`src/rtl/pipe_hazard_ctrl.sv`:
```
// Pipeline hazard sequencer: drives GO/STALL/FLUSH per pipeline register and the PC write enable.
// Optional macro PIPE_PERF_CNT_EN adds saturating stall-cycle and redirect counters.
`ifndef GO
`define GO    2'b00
`endif
`ifndef STALL
`define STALL 2'b01
`endif
`ifndef FLUSH
`define FLUSH 2'b10
`endif

module pipe_hazard_ctrl #(
  parameter int MUL_LAT = 4,
  parameter int CNT_W   = 4
) (
  input  logic             clk,
  input  logic             rst,
  input  logic             memRd_ex,
  input  logic [4:0]       rd_ex,
  input  logic [4:0]       rs_id,
  input  logic [4:0]       rt_id,
  input  logic             use_rs_id,
  input  logic             use_rt_id,
  input  logic             take_ex,
  input  logic             mul_start_ex,
  input  logic             dmem_busy,
  output logic             pc_wr,
  output logic [1:0]       ctrl_if_id,
  output logic [1:0]       ctrl_id_ex,
  output logic [1:0]       ctrl_ex_mem,
  output logic [1:0]       ctrl_mem_wb,
  output logic             mul_busy,
  output logic             stall_o
`ifdef PIPE_PERF_CNT_EN
  ,
  output logic [31:0]      stall_cycles,
  output logic [31:0]      flush_events
`endif
);

  typedef enum logic [0:0] {RUN = 1'b0, MUL_BUSY = 1'b1} state_t;

  localparam bit             MUL_EN   = (MUL_LAT > 1);
  localparam logic [CNT_W-1:0] CNT_ZERO = CNT_W'(1'b0);
  localparam logic [CNT_W-1:0] CNT_ONE  = CNT_W'(1'b1);
  localparam logic [CNT_W-1:0] MUL_INIT = MUL_EN ? CNT_W'(MUL_LAT - 2) : CNT_W'(1'b0);

  state_t           state_r, state_next;
  logic [CNT_W-1:0] cnt_r, cnt_next;
  logic             mul_done_r, mul_done_next;
  logic             load_use;
  logic             redirect;

  assign load_use = memRd_ex && (rd_ex != 5'd0) &&
                    ((use_rs_id && (rs_id == rd_ex)) || (use_rt_id && (rt_id == rd_ex)));

  // Priority decode: reset, memory wait, multiply occupancy, redirect, load-use.
  always_comb begin
    state_next    = state_r;
    cnt_next      = cnt_r;
    mul_done_next = mul_done_r;
    redirect      = 1'b0;
    pc_wr         = 1'b1;
    ctrl_if_id    = `GO;
    ctrl_id_ex    = `GO;
    ctrl_ex_mem   = `GO;
    ctrl_mem_wb   = `GO;
    if (rst) begin
      pc_wr       = 1'b0;
      ctrl_if_id  = `FLUSH;
      ctrl_id_ex  = `FLUSH;
      ctrl_ex_mem = `FLUSH;
      ctrl_mem_wb = `FLUSH;
    end else if (dmem_busy) begin
      // MEM/WB gets a bubble so the held MEM instruction is not written back twice.
      pc_wr       = 1'b0;
      ctrl_if_id  = `STALL;
      ctrl_id_ex  = `STALL;
      ctrl_ex_mem = `STALL;
      ctrl_mem_wb = `FLUSH;
    end else begin
      mul_done_next = 1'b0;
      case (state_r)
        MUL_BUSY: begin
          pc_wr       = 1'b0;
          ctrl_if_id  = `STALL;
          ctrl_id_ex  = `STALL;
          ctrl_ex_mem = `STALL;
          cnt_next    = cnt_r - CNT_ONE;
          if (cnt_r == CNT_ONE) begin
            state_next    = RUN;
            mul_done_next = 1'b1;
          end else begin
            state_next    = MUL_BUSY;
          end
        end
        RUN: begin
          if (MUL_EN && mul_start_ex && !mul_done_r) begin
            pc_wr       = 1'b0;
            ctrl_if_id  = `STALL;
            ctrl_id_ex  = `STALL;
            ctrl_ex_mem = `STALL;
            if (MUL_INIT == CNT_ZERO) begin
              mul_done_next = 1'b1;
            end else begin
              state_next = MUL_BUSY;
              cnt_next   = MUL_INIT;
            end
          end else if (take_ex) begin
            redirect   = 1'b1;
            ctrl_if_id = `FLUSH;
            ctrl_id_ex = `FLUSH;
          end else if (load_use) begin
            pc_wr      = 1'b0;
            ctrl_if_id = `STALL;
            ctrl_id_ex = `FLUSH;
          end else begin
            pc_wr      = 1'b1;
          end
        end
        default: begin
          state_next = RUN;
          cnt_next   = CNT_ZERO;
        end
      endcase
    end
  end

  assign mul_busy = (state_r == MUL_BUSY) && !rst;
  assign stall_o  = ~pc_wr;

  // FSM, countdown and release flag.
  always_ff @(posedge clk) begin
    if (rst) begin
      state_r    <= RUN;
      cnt_r      <= CNT_ZERO;
      mul_done_r <= 1'b0;
    end else begin
      state_r    <= state_next;
      cnt_r      <= cnt_next;
      mul_done_r <= mul_done_next;
    end
  end

`ifdef PIPE_PERF_CNT_EN
  // Saturating performance counters.
  always_ff @(posedge clk) begin
    if (rst) begin
      stall_cycles <= 32'd0;
      flush_events <= 32'd0;
    end else begin
      if (!pc_wr && (stall_cycles != 32'hFFFF_FFFF)) begin
        stall_cycles <= stall_cycles + 32'd1;
      end
      if (redirect && (flush_events != 32'hFFFF_FFFF)) begin
        flush_events <= flush_events + 32'd1;
      end
    end
  end
`endif

endmodule

```
`config.mk`:
```
export PLATFORM = sky130hd
export DESIGN_NAME = pipe_hazard_ctrl
export DESIGN_NICKNAME = d
export VERILOG_FILES = /design/src/rtl/pipe_hazard_ctrl.sv
export SDC_FILE = /design/constraint.sdc
export NUM_CORES = 1
export LEC_CHECK = 0
export CAP_MARGIN = 20
export CORE_UTILIZATION = 38
export DETAILED_ROUTE_END_ITERATION = 6
export PLACE_DENSITY = 0.95
export SYNTH_ARGS = -nofsm -noshare
export SYNTH_HDL_FRONTEND = slang
export SYNTH_SLANG_ARGS = --single-unit
```
`constraint.sdc`:
```
create_clock -name clk -period 2.8 [get_ports clk]
set_clock_uncertainty 0.1 [all_clocks]
set_input_delay 0.28 -clock clk [delete_from_list [all_inputs] [get_ports clk]]
set_output_delay 0.28 -clock clk [all_outputs]
set_load 0.1 [all_outputs]
```
Word-level counts from Yosys, hierarchy flattened
Cells that the tools add are included.
{"block": "op_classes", "addsub": 1, "eq_ne": 4, "n_mux": 31, "bitwise": 3, "reduce_logical": 11}
{"op": "2-bit two-way mux", "count": 13}
{"op": "2-bit case mux with 2 select lines", "count": 3}
{"op": "1-bit two-way mux", "count": 11}
{"op": "5-bit == test", "count": 2}
{"op": "4-bit case mux with 2 select lines", "count": 1}
{"op": "1-bit logical AND", "count": 6}
{"op": "5-bit nonzero test", "count": 1}
{"op": "4-bit by 1-bit == test with 1-bit output (second input constant)", "count": 1}
{"op": "4-bit two-way mux", "count": 1}
{"op": "1-bit case mux with 2 select lines", "count": 2}
{"op": "4-bit by 1-bit subtractor with 4-bit output (second input constant)", "count": 1}
{"op": "1-bit NOT", "count": 3}
{"op": "1-bit logical NOT", "count": 2}
{"op": "2-bit inequality test (second input constant)", "count": 1}
{"op": "2-bit AND reduction", "count": 1}
{"op": "1-bit logical OR", "count": 1}
{"block": "word_totals", "regBits": 6, "out_inout_bits": 11}

Longest topological paths before layout
Gate-level depths: netlist of the first run.
{"block": "depth", "ltp_word": 11, "ltp_mapped": 5, "depth_no_buf": 5}

Least setup slack after synthesis of the first run
No wires, ideal clock.
{"block": "synth_timing", "path_type": "in2out", "from": "in rd_ex[3]", "to": "out stall_o", "arrival_ns": 3.207, "required_ns": 2.420, "setup_slack_ns": -0.787, "stages": 4, "path_cell_list": "xor2_1 > nor4_2 > a32oi_1 > o311ai_1"}
{"block": "synth_between", "elab_chain_len": 11, "elab_cells_between_ends": 15, "cone_classes": "eq/ne (2); mux (6); bitwise (1); reduce/logical (6)"}
{"element": "start: declaration", "line_no": "20", "source": "input logic [4:0] rd_ex,"}
{"element": "5-bit == test", "line_no": "56", "source": "((use_rs_id && (rs_id == rd_ex)) || (use_rt_id && (rt_id == rd_ex)));"}
{"element": "1-bit logical AND", "line_no": "56"}
{"element": "1-bit logical OR", "line_no": "56"}
{"element": "1-bit logical AND *", "line_no": "55", "source": "assign load_use = memRd_ex && (rd_ex != 5'd0) &&"}
{"element": "1-bit two-way mux *", "line_no": "114", "source": "end else if (load_use) begin"}
{"element": "1-bit two-way mux *", "line_no": "110", "source": "end else if (take_ex) begin"}
{"element": "1-bit two-way mux *", "line_no": "99", "source": "if (MUL_EN && mul_start_ex && !mul_done_r) begin"}
{"element": "1-bit case mux with 2 select lines *", "line_no": "84", "source": "case (state_r)"}
{"element": "1-bit two-way mux *", "line_no": "75", "source": "end else if (dmem_busy) begin"}
{"element": "1-bit two-way mux *", "line_no": "69", "source": "if (rst) begin"}
{"element": "1-bit NOT *", "line_no": "131", "source": "assign stall_o = ~pc_wr;"}
{"element": "end: declaration", "line_no": "34", "source": "output logic stall_o"}
Every way passes the cells marked *; elsewhere a longest branch is shown, timed or not.

Worst setup path in the final report of the first run
{"block": "layout_timing", "from": "in rd_ex[2]", "to": "out pc_wr"}
{"block": "layout_between", "elab_chain_len": 10, "elab_cells_between_ends": 14, "cone_classes": "eq/ne (2); mux (6); reduce/logical (6)"}
{"element": "5-bit == test", "line_no": "56"}
{"element": "1-bit logical AND", "line_no": "56"}
{"element": "1-bit logical OR", "line_no": "56"}
{"element": "1-bit logical AND *", "line_no": "55"}
{"element": "1-bit two-way mux *", "line_no": "114"}
{"element": "1-bit two-way mux *", "line_no": "110"}
{"element": "1-bit two-way mux *", "line_no": "99"}
{"element": "1-bit case mux with 2 select lines *", "line_no": "84"}
{"element": "1-bit two-way mux *", "line_no": "75"}
{"element": "1-bit two-way mux *", "line_no": "69"}
{"element": "end: declaration", "line_no": "28", "source": "output logic pc_wr,"}
Marked as above.

==> results of run 1 <==
[routing by layer]
metal  up-vias  global-route usage  wire [um]  part of all wire
li1        299                   -          -                 -
met3         5             0.07386        112             0.077
met4         0              0.1207         36             0.025
met1       273              0.1684        524              0.36
met5         -                   0          0                 0
met2        32              0.4057        781              0.54
[worst reg2reg max path: stages (launching register included)]
cell and delay [ns]:
dfxtp_1 0.34, nor3_1 0.25, mux2_2 0.36, a22oi_1 0.18, nor2_1 0.06
[layout by cell type (no fill, tap or decap), drive strengths merged, types with 3 or more instances in the layout]
cell and count:
buf 11, clkbuf 3, clkdlybuf4s50 22, dfxtp 6, inv 3, nor2 8
nor2b 4, nor3 3, xor2 8
[cells in the mapped netlist, types with 2 or more instances]
| library cell | number |
|---|---|
| xnor2_1 | 2 |
| inv_1 | 3 |
| nor2b_1 | 4 |
| xor2_1 | 8 |
| buf_4 | 2 |
| dfxtp_1 | 6 |
| or4_1 | 2 |
| o21bai_1 | 2 |
| nor3_1 | 2 |
| nor2_1 | 8 |
| ha_1 | 2 |
| a22oi_1 | 2 |
| clkbuf_1 | 3 |
| mux2_2 | 2 |
[registers in the layout, indices dropped and copies added (netlist names)]
name and count:
state_r 1, mul_done_r 1, cnt_r 4
[logic make-up (layout without fill, tap and decap cells)]
family,count (synthesis),in the layout,share of synthesized area
AOI/OAI and AO/OA,14,14,0.1879
xor gates and xnor gates,10,10,0.1624
adders and majority gates,2,2,0.04640
buffers and inverters,8,39,0.06959
DFF,6,6,0.2227
muxes,3,3,0.06032
other,1,1,0.006954
and+or+nand+nor,23,23,0.2436
[power breakdown]
group / switching [W] / internal [W] / total [W]
registers: 0.00000448 / 0.0000905 / 0.0000949
logic: 0.000116 / 0.0000754 / 0.000191
clock network: 0.0000328 / 0.0000486 / 0.0000813
[how the worst min path moves through the flow]
stage	startpoint	end	slack (ns)	cells past startpoint
finish	mul_done_r	mul_done_r	0.41	2
global route	mul_done_r	mul_done_r	0.45	2
CTS	mul_done_r	mul_done_r	0.41	2
detailed placement	mul_done_r	mul_done_r	0.40	2
global placement	mul_done_r	mul_done_r	0.39	2
floorplan	mul_done_r	mul_done_r	0.38	2
[area by class of cell]
type,instances,area share
Clock buffer,3,0.02429
Inverter,3,0.01215
Multi-Input combinational cell,53,0.4197
Sequential cell,6,0.1296
Tap cell,15,0.02024
Timing Repair Buffer,33,0.3941
[metrics by stage]
stage	power, W	hold slack (ns)	std cells	instance area (um2)	util
2_1_floorplan	0.0002161	0.3767	67	546.8	-
3_3_place_gp	0.0002831	0.3904	110	904.6	0.6866
3_5_place_dp	0.0002876	0.4050	110	904.6	0.6866
4_1_cts	0.0003725	0.4108	113	927.1	0.7037
5_1_grt	0.0003825	0.4495	113	927.1	0.7037
6_report	0.0003675	0.4063	113	927.1	0.7037
==> summary.md, run 1 <==
| Metric | Value |
|---|---|
| # Max-Cap Violations | 0 |
| Cells along the critical path | clkdlybuf4s50_1 > xor2_1 > nor4_1 > a32oi_1 > o311a_1 > buf_12 |
| Status | finished, final reports clean |
| Setup repair bufs after CTS | 0 |
| Drt wl/cell | between 10 and 15 um |
| Max-slew violations | 0 |
| Remaining global-route overflow | 0 |
| H-tree depth | 1 |
| Core Area | ~1300 um2 |
| First-pass DRT Iterations | 6 |
| Mean Syn Cell Area | 8.049 um2 |
| Post-DP HPWL | approximately 1.2 mm |
| Slowest-stage cell, CP | clkdlybuf4s50_1 |
| Crit path max-delay family | buffers and inverters |
| First-pass GRT wire length | 2.083 mm |
| Crit start category | input pin |
| Setup WS pre-CTS | 0.3156 ns |
| Layout Nets | 125 |
| Post-cts resize count | 0 |
| Yosys top cell area share | 0.2227 |
| Cell taking the most area after synthesis | dfxtp_1 |
| Worst Setup SP | rd_ex[2] |
| Diode count | 0 |
| Clock Path Buffers | 2 |
| Initial DRC count | 9 |
| Post-route DRC | 0 |
| IO Pins | 34 |
| Initial antenna violation count | 0 |
| Worst setup path class | input pin to output pin |
| Cell Area, Synth | 539.3 um2 |
| Multi-input gate area | 389.1 um2 |
| Via density | ~5.4 |
| Root buf cell | clkbuf_4 |
| FF-to-FF Start | cnt_r[2] |
| Layout cells sized above 1 | 0.2041 |
| Min cycle time layout | between 2 and 2.5 ns |
| Setup-failing EPs final | 0 |
| Routability cong. | 0.6665 |
| Worst VDD drop | 212.1 uV |
| Max incr delay on CP | 0.48 ns |
| Top post-synthesis cells by area | dfxtp_1, xor2_1, nor2_1 |
| Routed WL | 1.454 mm |
| CTS Buf Count | 3 |
| Std cell rows | 13 |
| Global-route usage over all layers | 0.2063 |
| Synth Register Bits | 6 |
| Pwr dens | 396.4 nW/um2 |
| Largest net degree at the start of global routing | 16 |
| Asr flop ratio synth | 0 |
| Crit path capture type | output pin |
| CTS Hold Bufs | 0 |
| Initial Util | 0.4093 |
| WP depth | 6 |
| Vias in the first global route | 545 |
| FF/Latch Area | about 120 um2 |
| Hold WC Path Type | flip-flop to flip-flop |
| Count of cell types in the netlist | 33 |
| Ys Warns | 0 |
| Worst R2R End | cnt_r[3] |
| Chip Height | 39.67 um |
| Tcrit/Tclk final | 0.8853 |
| CTS tree | done |
| Final ANT Viol Nets | 0 |
| Critical Path End | pc_wr |
| Crit path buf inv count | 2 |
| Max Fclk | 403.4 MHz |
| Main flop type after synthesis | dfxtp_1 |
| Port bufs | 32 |
| Syn Nets | 92 |
| Die area | 1574 um2 |
| CTS Sinks | 6 |
| Total number of vias | 609 |
| Final hold vios | 0 |
| Setup slack after layout | 0.3210 ns |
| Post-synth EDFFs | 0 |
| RSZ-0062 raised after global routing | false |
| Reg2Reg Depth | 4 |
| TNS Setup | 0 ns |
| Synth-to-layout area growth | 71.93% |
| Worst Path Max Fanout | 4 |
| Worst Path Required | 2.42 ns |
| Die width | 39.67 um |
| Filler cells | ~110 |
| Reg-to-reg slack, setup | 1.40 ns |
| Critical Path AT | 2.10 ns |
| Cell count after synthesis | 67 |
| Register area share after synthesis | 0.2227 |
| Clock latency at the later pin of the worst-skew pair | 0.25 ns |
| Clk slew on worst S/H paths | approximately 0.040 ns |
| Pleak | 0.3733 nW |
(Power assumes the default switching activity.)
==> inputs of run 2 (changes only) <==
--- a/config.mk
+++ b/config.mk
@@ -8,7 +8,9 @@
 export CAP_MARGIN = 20
 export CORE_UTILIZATION = 38
 export DETAILED_ROUTE_END_ITERATION = 6
+export GPL_TIMING_DRIVEN = 0
 export PLACE_DENSITY = 0.95
+export SLEW_MARGIN = 20
 export SYNTH_ARGS = -nofsm -noshare
 export SYNTH_HDL_FRONTEND = slang
 export SYNTH_SLANG_ARGS = --single-unit
==> run 2 against run 1 <==
Against the previous run:
- via count shrank 1.1%
- clock power increased by 1%
- die area unchanged
- sequential power fell by 2%
- critical path depth fell by 1
- maximum frequency shrank 7.7%
- combinational power shrank 7%
==> summary.md, run 2 (synthesis gave the netlist of run 1 again) <==
| Metric | Value |
|---|---|
| TNS Setup | 0 ns (unchanged) |
| Synth-to-layout area growth | 66.13% |
| Placed inst area | 875.8 um2 (-3.2%) |
| Max reg flops | 4 (unchanged) |
| Setup-failing EPs final | 0 (unchanged) |
| RSZ-0062 raised after global routing | false |
| Port bufs | 31 (-3.1%) |
| Slowest-stage cell, CP | clkdlybuf4s15_2 |
| Worst VDD drop | 208.9 uV (-1.5%) |
| Critical Path AT | 2.30 ns (+0.20 ns) |
| Crit path buf inv count | 2 (unchanged) |
| Worst hold path depth | 2 (unchanged) |
| Status | finished, final reports clean |
| Reg2Reg Depth | 4 (unchanged) |
| Max incr delay on CP | 0.55 ns (+0.07 ns) |
| Total number of vias | 602 (-1.1%) |
| Cells along the critical path | clkdlybuf4s50_1 > or4_1 > o21ai_1 > o311a_1 > clkdlybuf4s15_2 |
| # Max-Cap Violations | 0 (unchanged) |
| CTS tree | done |
| Layout Nets | 128 (+2.4%) |
| Pwr dens | 393.9 nW/um2 (-0.64%) |
| Final hold vios | 0 (unchanged) |
| Clock Path Buffers | 2 (unchanged) |
| Tcrit/Tclk final | 0.9588 (+0.07345) |
| IO Pins | 34 (unchanged) |
| Layout Cells excl Fill | 116 (+2.7%) |
| Clk slew on worst S/H paths | 0.04 ns (about the same) |
| Final ANT Viol Nets | 0 (unchanged) |
| Worst Hold Path EP | mul_done_r |
| Placed cell count | 113 (+2.7%) |
| Largest net degree at the start of global routing | 11 (-5) |
| Worst Path Max Fanout | 4 (unchanged) |
| Initial Util | 0.4093 (unchanged) |
| Min cycle time layout | 2.685 ns (+0.2057 ns) |
| Vias in the first global route | 540 (-0.92%) |
| Top Registers | cnt_r x4, mul_done_r x1, state_r x1 |
| Clock latency at the later pin of the worst-skew pair | 0.25 ns (about the same) |
| Max-slew violations | 0 (unchanged) |
| Diode count | 0 (unchanged) |
| CTS Sinks | 6 (unchanged) |
| Via density | 5.190 (-3.7%) |
| Global-route usage over all layers | 0.1923 (-0.01407) |
| Reg-to-reg slack, setup | 1.43 ns (+0.03 ns) |
| First-pass DRT Iterations | 3 (-3) |
| Drt wl/cell | 11.36 um (-12%) |
| Worst R2R End | cnt_r[3] |
| Worst Path Required | 2.42 ns (about the same) |
| CTS Hold Bufs | 0 (unchanged) |
| Root buf cell | clkbuf_4 |
| Slew HR | 0.3537 |
| Initial antenna violation count | 0 (unchanged) |
| Layout cells sized above 1 | 0.1485 (-0.05557) |
| First-pass GRT wire length | 2.021 mm (-3.0%) |
| Hold WC Path Type | flip-flop to flip-flop |
| Std cell rows | 13 (unchanged) |
| Most common cell after layout, fill and taps aside | clkdlybuf4s50_1 |
| Post-DP HPWL | 1.113 mm (-5.7%) |
| H-tree depth | 1 (unchanged) |
| Design area | 895.9 um2 (-3.4%) |
| Reg with most FFs | cnt_r |
| Crit path capture type | output pin |
| FF-to-FF Start | cnt_r[2] |
| Crit path max-delay family | buffers and inverters |
| Worst-margin pin slew | approximately 0.97 ns |
| CTS Buf Count | 3 (unchanged) |
| Remaining global-route overflow | 0 (unchanged) |
| Initial DRC count | 15 (+6) |
| Die width | 39.67 um (unchanged) |
| Max Fclk | 372.5 MHz (-7.7%) |
| Worst setup path class | input pin to output pin |
| Routability cong. | 0.6750 (+1.3%) |
| Chip Height | 39.67 um (unchanged) |
| Total power | 0.0003529 W (-4.0%) |
| Crit start category | input pin |
| Die area | 1574 um2 (unchanged) |
| Final Core Density | 0.6800 (-0.02374) |
| Worst Hold Launch | mul_done_r |
| Routed WL | 1.318 mm (-9.4%) |
| Filler cells | 104 (-2.8%) |
| Pleak | 0.3602 nW (-3.5%) |
| Post-route DRC | 0 (unchanged) |
| Core Area | 1318 um2 (unchanged) |
| Most frequent cells in the layout | clkdlybuf4s50_1, nor2_1, xor2_1 |
## run 2: cell types whose count changed in the layout (fill, tap and decap cells not counted)
cell             previous run  this run
buf_4                       6         2
buf_2                       0         1
clkdlybuf4s50_1            22        23
dlygate4sd2_1               0         3
clkdlybuf4s15_2             0         3
dlymetal6s2s_1              0         1
clkbuf_1                    0         3
buf_12                      5         0
## run 2: how the worst max path moves through the flow
stage / start / endpoint / slack, ns / depth (start not counted)
6_report: rd_ex[2] / pc_wr / 0.12 / 5
5_1_grt: rd_ex[2] / pc_wr / 0.03 / 5
4_1_cts: mul_start_ex / ctrl_id_ex[0] / 0.02 / 5
3_5_place_dp: rd_ex[2] / stall_o / -0.48 / 6
3_3_place_gp: rd_ex[2] / stall_o / -0.46 / 6
2_1_floorplan: state_r / ctrl_id_ex[1] / 0.02 / 4
## run 2: cell type report
type                    count  area [um2]  area share
inverters                   3       11.26     0.01257
clock buffers               3       22.52     0.02514
plain buffers               5       26.28     0.02933
well taps                  15       18.77     0.02095
repair buffers             31       307.8      0.3436
multi-input cells          53       389.1      0.4344
flip-flops and latches      6       120.1      0.1341
## run 2: where the power goes
group	switching (W)	total, W	internal [W]	leakage (nW)
Combinational	0.000113	0.000177	0.0000640	0.297
Sequential	0.00000299	0.0000934	0.0000904	0.0491
Clock	0.0000338	0.0000824	0.0000487	0.0138
Total	0.000150	0.000353	0.000203	0.360
## run 2: worst register-to-register path: stages (launching register included)
cell,delay [ns]
dfxtp_1,0.34
nor3_1,0.23
mux2_2,0.35
a22oi_1,0.17
nor2_1,0.05
## run 2: stage by stage
stage,hold WS (ns),setup slack (ns)
final,0.4257,0.1154
after global routing,0.4772,0.02737
after CTS,0.4159,0.02160
after detailed placement,0.4012,-0.4773
after global placement,0.3921,-0.4587
after floorplan,0.3767,0.01872
## run 2: per-layer routing
layer	track usage	vias to the layer above	part of all wire	wire length, um
met5	0	-	0	0
met2	0.3811	26	0.51	678
met3	0.01705	3	0.064	84
met1	0.1886	267	0.40	524
met4	0.1034	0	0.023	30
li1	-	306	-	-
## run 2: what timing repair did
item	in CTS	in global routing
setup endpoints to repair	7	2
buffers inserted	0	0
resized for setup	15	3
==> inputs of run 3 (changes only) <==
--- a/config.mk
+++ b/config.mk
@@ -10,7 +10,6 @@
 export DETAILED_ROUTE_END_ITERATION = 6
 export GPL_TIMING_DRIVEN = 0
 export PLACE_DENSITY = 0.95
-export SLEW_MARGIN = 20
 export SYNTH_ARGS = -nofsm -noshare
 export SYNTH_HDL_FRONTEND = slang
 export SYNTH_SLANG_ARGS = --single-unit
==> results of run 3 <==
The final DEF is identical to that of run 2; final timing and power are the same.
==> RTL change 1: new RTL, config.mk and constraints of run 1 <==
`CNT_W`: 4 -> 3.
--- a/src/rtl/pipe_hazard_ctrl.sv
+++ b/src/rtl/pipe_hazard_ctrl.sv
@@ -14,3 +14,3 @@
   parameter int MUL_LAT = 4,
-  parameter int CNT_W   = 4
+  parameter int CNT_W   = 3
 ) (
Check against the original RTL: no difference found for any inputs over 10 cycles, from zero or initial values and one cycle with rst high; that may be too few to reach the edited logic, so the function may still have changed.
==> RTL change 1 against run 1 <==
  * Sequential power shrank 18%
  * Sequential share of layout area shrank 1.8 points
  * Via count grew 0.49%
  * First-iteration DRC count shrank 89%
  * Global-route usage grew 4.3 points
  * Sequential cell count shrank 1
  * Worst setup slack lost 0.064 ns
  * Worst hold slack lost 0.015 ns
  * Routed wire length grew 8.3%
  * Critical path depth is the same
  * Total power shrank 5.7%
  * Register-to-register slack gained 0.14 ns
  * Cell area shrank 3.0%
  * Area after synthesis shrank 8.1%
  * Critical path type unchanged
  * Largest cell class is now buffers
  * Largest power group unchanged
==> RTL change 1: results (changes against run 1) <==
Place
  • RePlAce Congestion: 0.690 (+3.5%)
  • Placement Cell Area: 872 sq um (-3.6%)
  • Final HPWL DP: 1350 um (+14%)

Outcome
  • Run status: completed

Power and ir drop
  • NetSw: 0.150 mW (-1.8%)
  • Static Leak: 0.362 nW (-3.0%)
  • Max IR drop VDD: 0.239 mV (+13%)

Logic synthesis
  • Area contributors post-synth: dfxtp_1 (20%), xor2_1 (14%), a21oi_1 (6.1%)
  • Adder-Cell Fraction of Synth Area: 5.05% (+0.41 points)
  • Largest family of logic cells by synthesized area: compound AO/OA/AOI/OAI gates
  • Synth Area in XOR/XNOR: 17.7% (+1.4 points)
  • Synth cell count leaders: xor2_1 (8), inv_1 (7), a21oi_1 (6), dfxtp_1 (5), nor2_1 (5)
  • Synth Area in Compound Gates: 23.0% (+4.2 points)
  • Count of cell types in the netlist: 30 (-9.1%)
  • Mux cell area share after synthesis: 2.27% (-3.8 points)

Final layout
  • Layout area overhead: 81.6%
  • Total Nets Final: 126 (+0.80%)
  • Fin cells: 114 (+0.88%)
  • Filler Cell Count: 78 (-27%)

Critical path
  • R2R Path Start: state_r
  • R2R setup slack: 1.54 ns (+0.14 ns)
  • Worst R2R Path Depth: 3 (-1)

Global routing
  • Vias in the first global route: 616 (+13%)
  • GR Util All Layers: 24.9% (+4.3 points)
  • First-pass GRT wire length: 2480 um (+19%)

Routing
  • DR WL/cell: 13.8 um (+7.4%)
  • Vias: 612 (+0.49%)
  • DR iter-0 viols: 1 (-8)

STA
  • Worst hold slack: 0.392 ns (-0.0146 ns)
  • Fmax: 393 MHz (-2.5%)
RTL change 1: area by class of cell:
type | instances | share of cell area (%)
Sequential cell | 5 | 11.1
Timing Repair Buffer | 34 | 41.4
Clock inverter | 1 | 0.556
Inverter | 7 | 2.92
Multi-Input combinational cell | 50 | 39.5
Tap cell | 14 | 1.95
Clock buffer | 3 | 2.50
RTL change 1: power groups by stage:
stage / logic [mW] / registers, mW / clock network [mW]
2_1_floorplan: 0.111 / 0.0774 / 0
3_3_place_gp: 0.175 / 0.0795 / 0
3_5_place_dp: 0.181 / 0.0796 / 0
4_1_cts: 0.182 / 0.0781 / 0.0880
5_1_grt: 0.189 / 0.0786 / 0.0928
6_report: 0.181 / 0.0782 / 0.0872
RTL change 1: per-layer routing:
metal	track usage, %	up-vias	part of all wire [%]	wire length [um]
li1	-	294	-	-
met1	20.6	276	33	520
met4	14.3	0	3.4	53
met5	0	-	0	0
met3	11.0	6	8.1	127
met2	47.5	36	55	873
==> RTL change 2: new RTL, settings of run 1 <==
Made on the original files. The option `PIPE_PERF_CNT_EN` is turned on by a define.
--- a/src/rtl/pipe_hazard_ctrl.sv
+++ b/src/rtl/pipe_hazard_ctrl.sv
@@ -2,2 +2,4 @@
 // Optional macro PIPE_PERF_CNT_EN adds saturating stall-cycle and redirect counters.
+`define PIPE_PERF_CNT_EN
+
 `ifndef GO
Function (old outputs only; new: flush_events and stall_cycles): kept (Yosys induction, for registers that start in step).
==> RTL change 2 against run 1 <==
  * Die area grew to 6.1 times the old value
  * Routed wire length rose to 5.9 times the old value
  * Total power rose to 6.0 times the old value
  * Non-clock buffer count is 71 higher
  * First-iteration DRC count increased to 22 times the old value
  * Clock power rose to 11 times the old value
  * Cell area rose to 5.1 times the old value
  * Combinational power is 43% higher
  * Worst setup slack worse by 0.19 ns
  * Area after synthesis grew to 6.5 times the old value
  * Utilization shrank 17 points
  * Sequential cell count increased by 64
  * The run now ends with design-rule violations left
  * Critical endpoint is now stall_o
==> RTL change 2: results (changes against run 1) <==
Power and ir drop
  • Power Density: 470 nW/um^2 (+19%)
  • Static Leak: 1.75 nW (+370%)
  • Max IR drop VDD: 0.231 mV (+9.1%)

Global routing
  • GR Util All Layers: 18.0% (-2.6 points)
  • First-pass GRT wire length: 14100 um (+580%)
  • Vias in the first global route: 3039 (+460%)
  • Initial antenna violation count: 0 (unchanged)
  • Largest net degree at the start of global routing: 79 (+63)

Final layout
  • Filler Cell Count: 794 (+640%)
  • Antenna diodes: 0 (unchanged)
  • Largest regs: flush_events: 32 flops, stall_cycles: 32 flops, cnt_r: 4 flops
  • Total Nets Final: 546 (+340%)
  • Layout cells sized above 1: 22.1% (+1.7 points)

Min path
  • Hold WC Path Type: register to register

Logic synthesis
  • Yosys warning count: 0 (unchanged)
  • Async SR Flop Fraction: 0% (unchanged)
  • Top FF cell, synth: dfxtp_1
  • Adder-Cell Fraction of Synth Area: 1.43% (-3.2 points)
  • Mux cell area share after synthesis: 0.321% (-5.7 points)
  • Synth Net Count: 447 (+390%)
  • Count of cell types in the netlist: 45 (+36%)
  • Synth Area in XOR/XNOR: 15.7% (-0.51 points)
  • Synth cell count leaders: nor2_1 (79), dfxtp_1 (70), xnor2_1 (43), nand2_1 (28), nand4_1 (21)
  • Area contributors post-synth: dfxtp_1 (40%), xnor2_1 (11%), nor2_1 (8.5%)
  • Seq/Total Area, Yosys: 40.0% (+18 points)
  • Synth Area in Compound Gates: 6.60% (-12 points)

Place
  • # port buffers: 96 (+200%)
  • Final HPWL DP: 6300 um (+430%)
  • Setup WS pre-CTS: -0.000635 ns (-0.316 ns)
  • RePlAce Congestion: 0.822 (+23%)
  • Placement Cell Area: 4460 sq um (+390%)

Clocking
  • CTS root buf: clkbuf_8
  • Max clock buf depth: 2 (unchanged)
  • CTS H-tree lvls: 3 (+2)
  • Clk pin slew, worst setup/hold paths: 0.06 ns (+0.02 ns)
  • TritonCTS Buffers: 9 (+6)
  • Clk_lat worst skew: 0.34 ns (+0.09 ns)

Routing
  • Routed Wire Length: 8570 um (+490%)
  • Drt drc: 4 (+4)
  • First-pass DRT Iterations: 7 (+1)
  • Vias: 3301 (+440%)
  • DR iter-0 viols: 195 (+186)

Outcome
  • Run status: finished, violations left
  • Failing checks: design-rule violations

Critical path
  • Maximum fanout along the worst path: 17 (+13)
  • CP arrival: 2.29 ns (+0.19 ns)

STA
  • Slew @ Worst Pin: 0.805 ns
## RTL change 2: changes by cell type in the layout (fill, tap and decap cells not counted), moves of 9 or more
| cell | change |
|---|---|
| nor2_1 | +71 |
| buf_4 | +70 |
| dfxtp_1 | +56 |
| xnor2_1 | +41 |
| nand2_1 | +27 |
| nand4_1 | +21 |
| nand3_1 | +19 |
| nor3_1 | +18 |
| xor2_1 | +12 |
| a21oi_1 | +10 |
| clkbuf_8 | +10 |
| o21ai_0 | +10 |
| nor4_1 | +9 |
## RTL change 2: timing repair
item	in CTS	in global routing
setup buffers	0	0
resized for setup	0	1
endpoints found under the setup margin	0	1
## RTL change 2: worst paths after layout
path,start,endpoint,slack [ns],cells after the start
setup / recovery,rd_ex[1],stall_o,0.13,8
hold / removal,cnt_r[3],cnt_r[3],0.39,1
setup reg to reg,stall_cycles[3],stall_cycles[11],0.34,8
hold reg to reg,cnt_r[3],cnt_r[3],0.39,1
## RTL change 2: routing by layer
layer	part of all wire (%)	global-route usage [%]
met5	0	0
met3	5.4	4.87
met4	1.4	6.64
met1	45	22.3
met2	49	30.0
## RTL change 2: report_power, final
part,total (mW),switching [mW],internal [mW]
Sequential,1.02,0.0135,1.01
Clock,0.913,0.384,0.528
Combinational,0.273,0.182,0.0910
## RTL change 2: kinds of logic (layout without fill, tap and decap cells)
kind of cell | count (synthesis) | count (layout)
multiplexers | 1 | 1
other | 1 | 1
XOR/XNOR | 63 | 63
flip-flops | 70 | 70
AND/OR/NAND/NOR | 222 | 222
AO/OA/AOI/OAI | 36 | 36
buffers and inverters | 23 | 127
adder cells (fa/ha/maj) | 4 | 4
## RTL change 2: per-stage QoR
stage	TNS, ns	power, mW	hold WS, ns	instances
after floorplan	-0.0147	1.23	0.350	420
after global placement	0	1.31	0.370	616
after detailed placement	-0.000635	1.32	0.393	616
after CTS	0	2.23	0.403	632
after global routing	0	2.29	0.426	632
final	0	2.21	0.395	632
## RTL change 2: area by class of cell
class,count,area share (%)
multi-input cells,327,42.6
inverters,7,0.561
flip-flops and latches,70,30.1
well taps,108,2.88
clock buffers,11,3.02
repair buffers,104,19.1
clock inverters,5,1.74
## RTL change 2: worst max-delay path, cell delays in order
cell             delay, ns
clkdlybuf4s50_1       0.43
or4_1                 0.54
o21ai_2               0.14
nor2_1                0.09
a211oi_4              0.31
buf_6                 0.23
inv_1                 0.09
buf_12                0.17
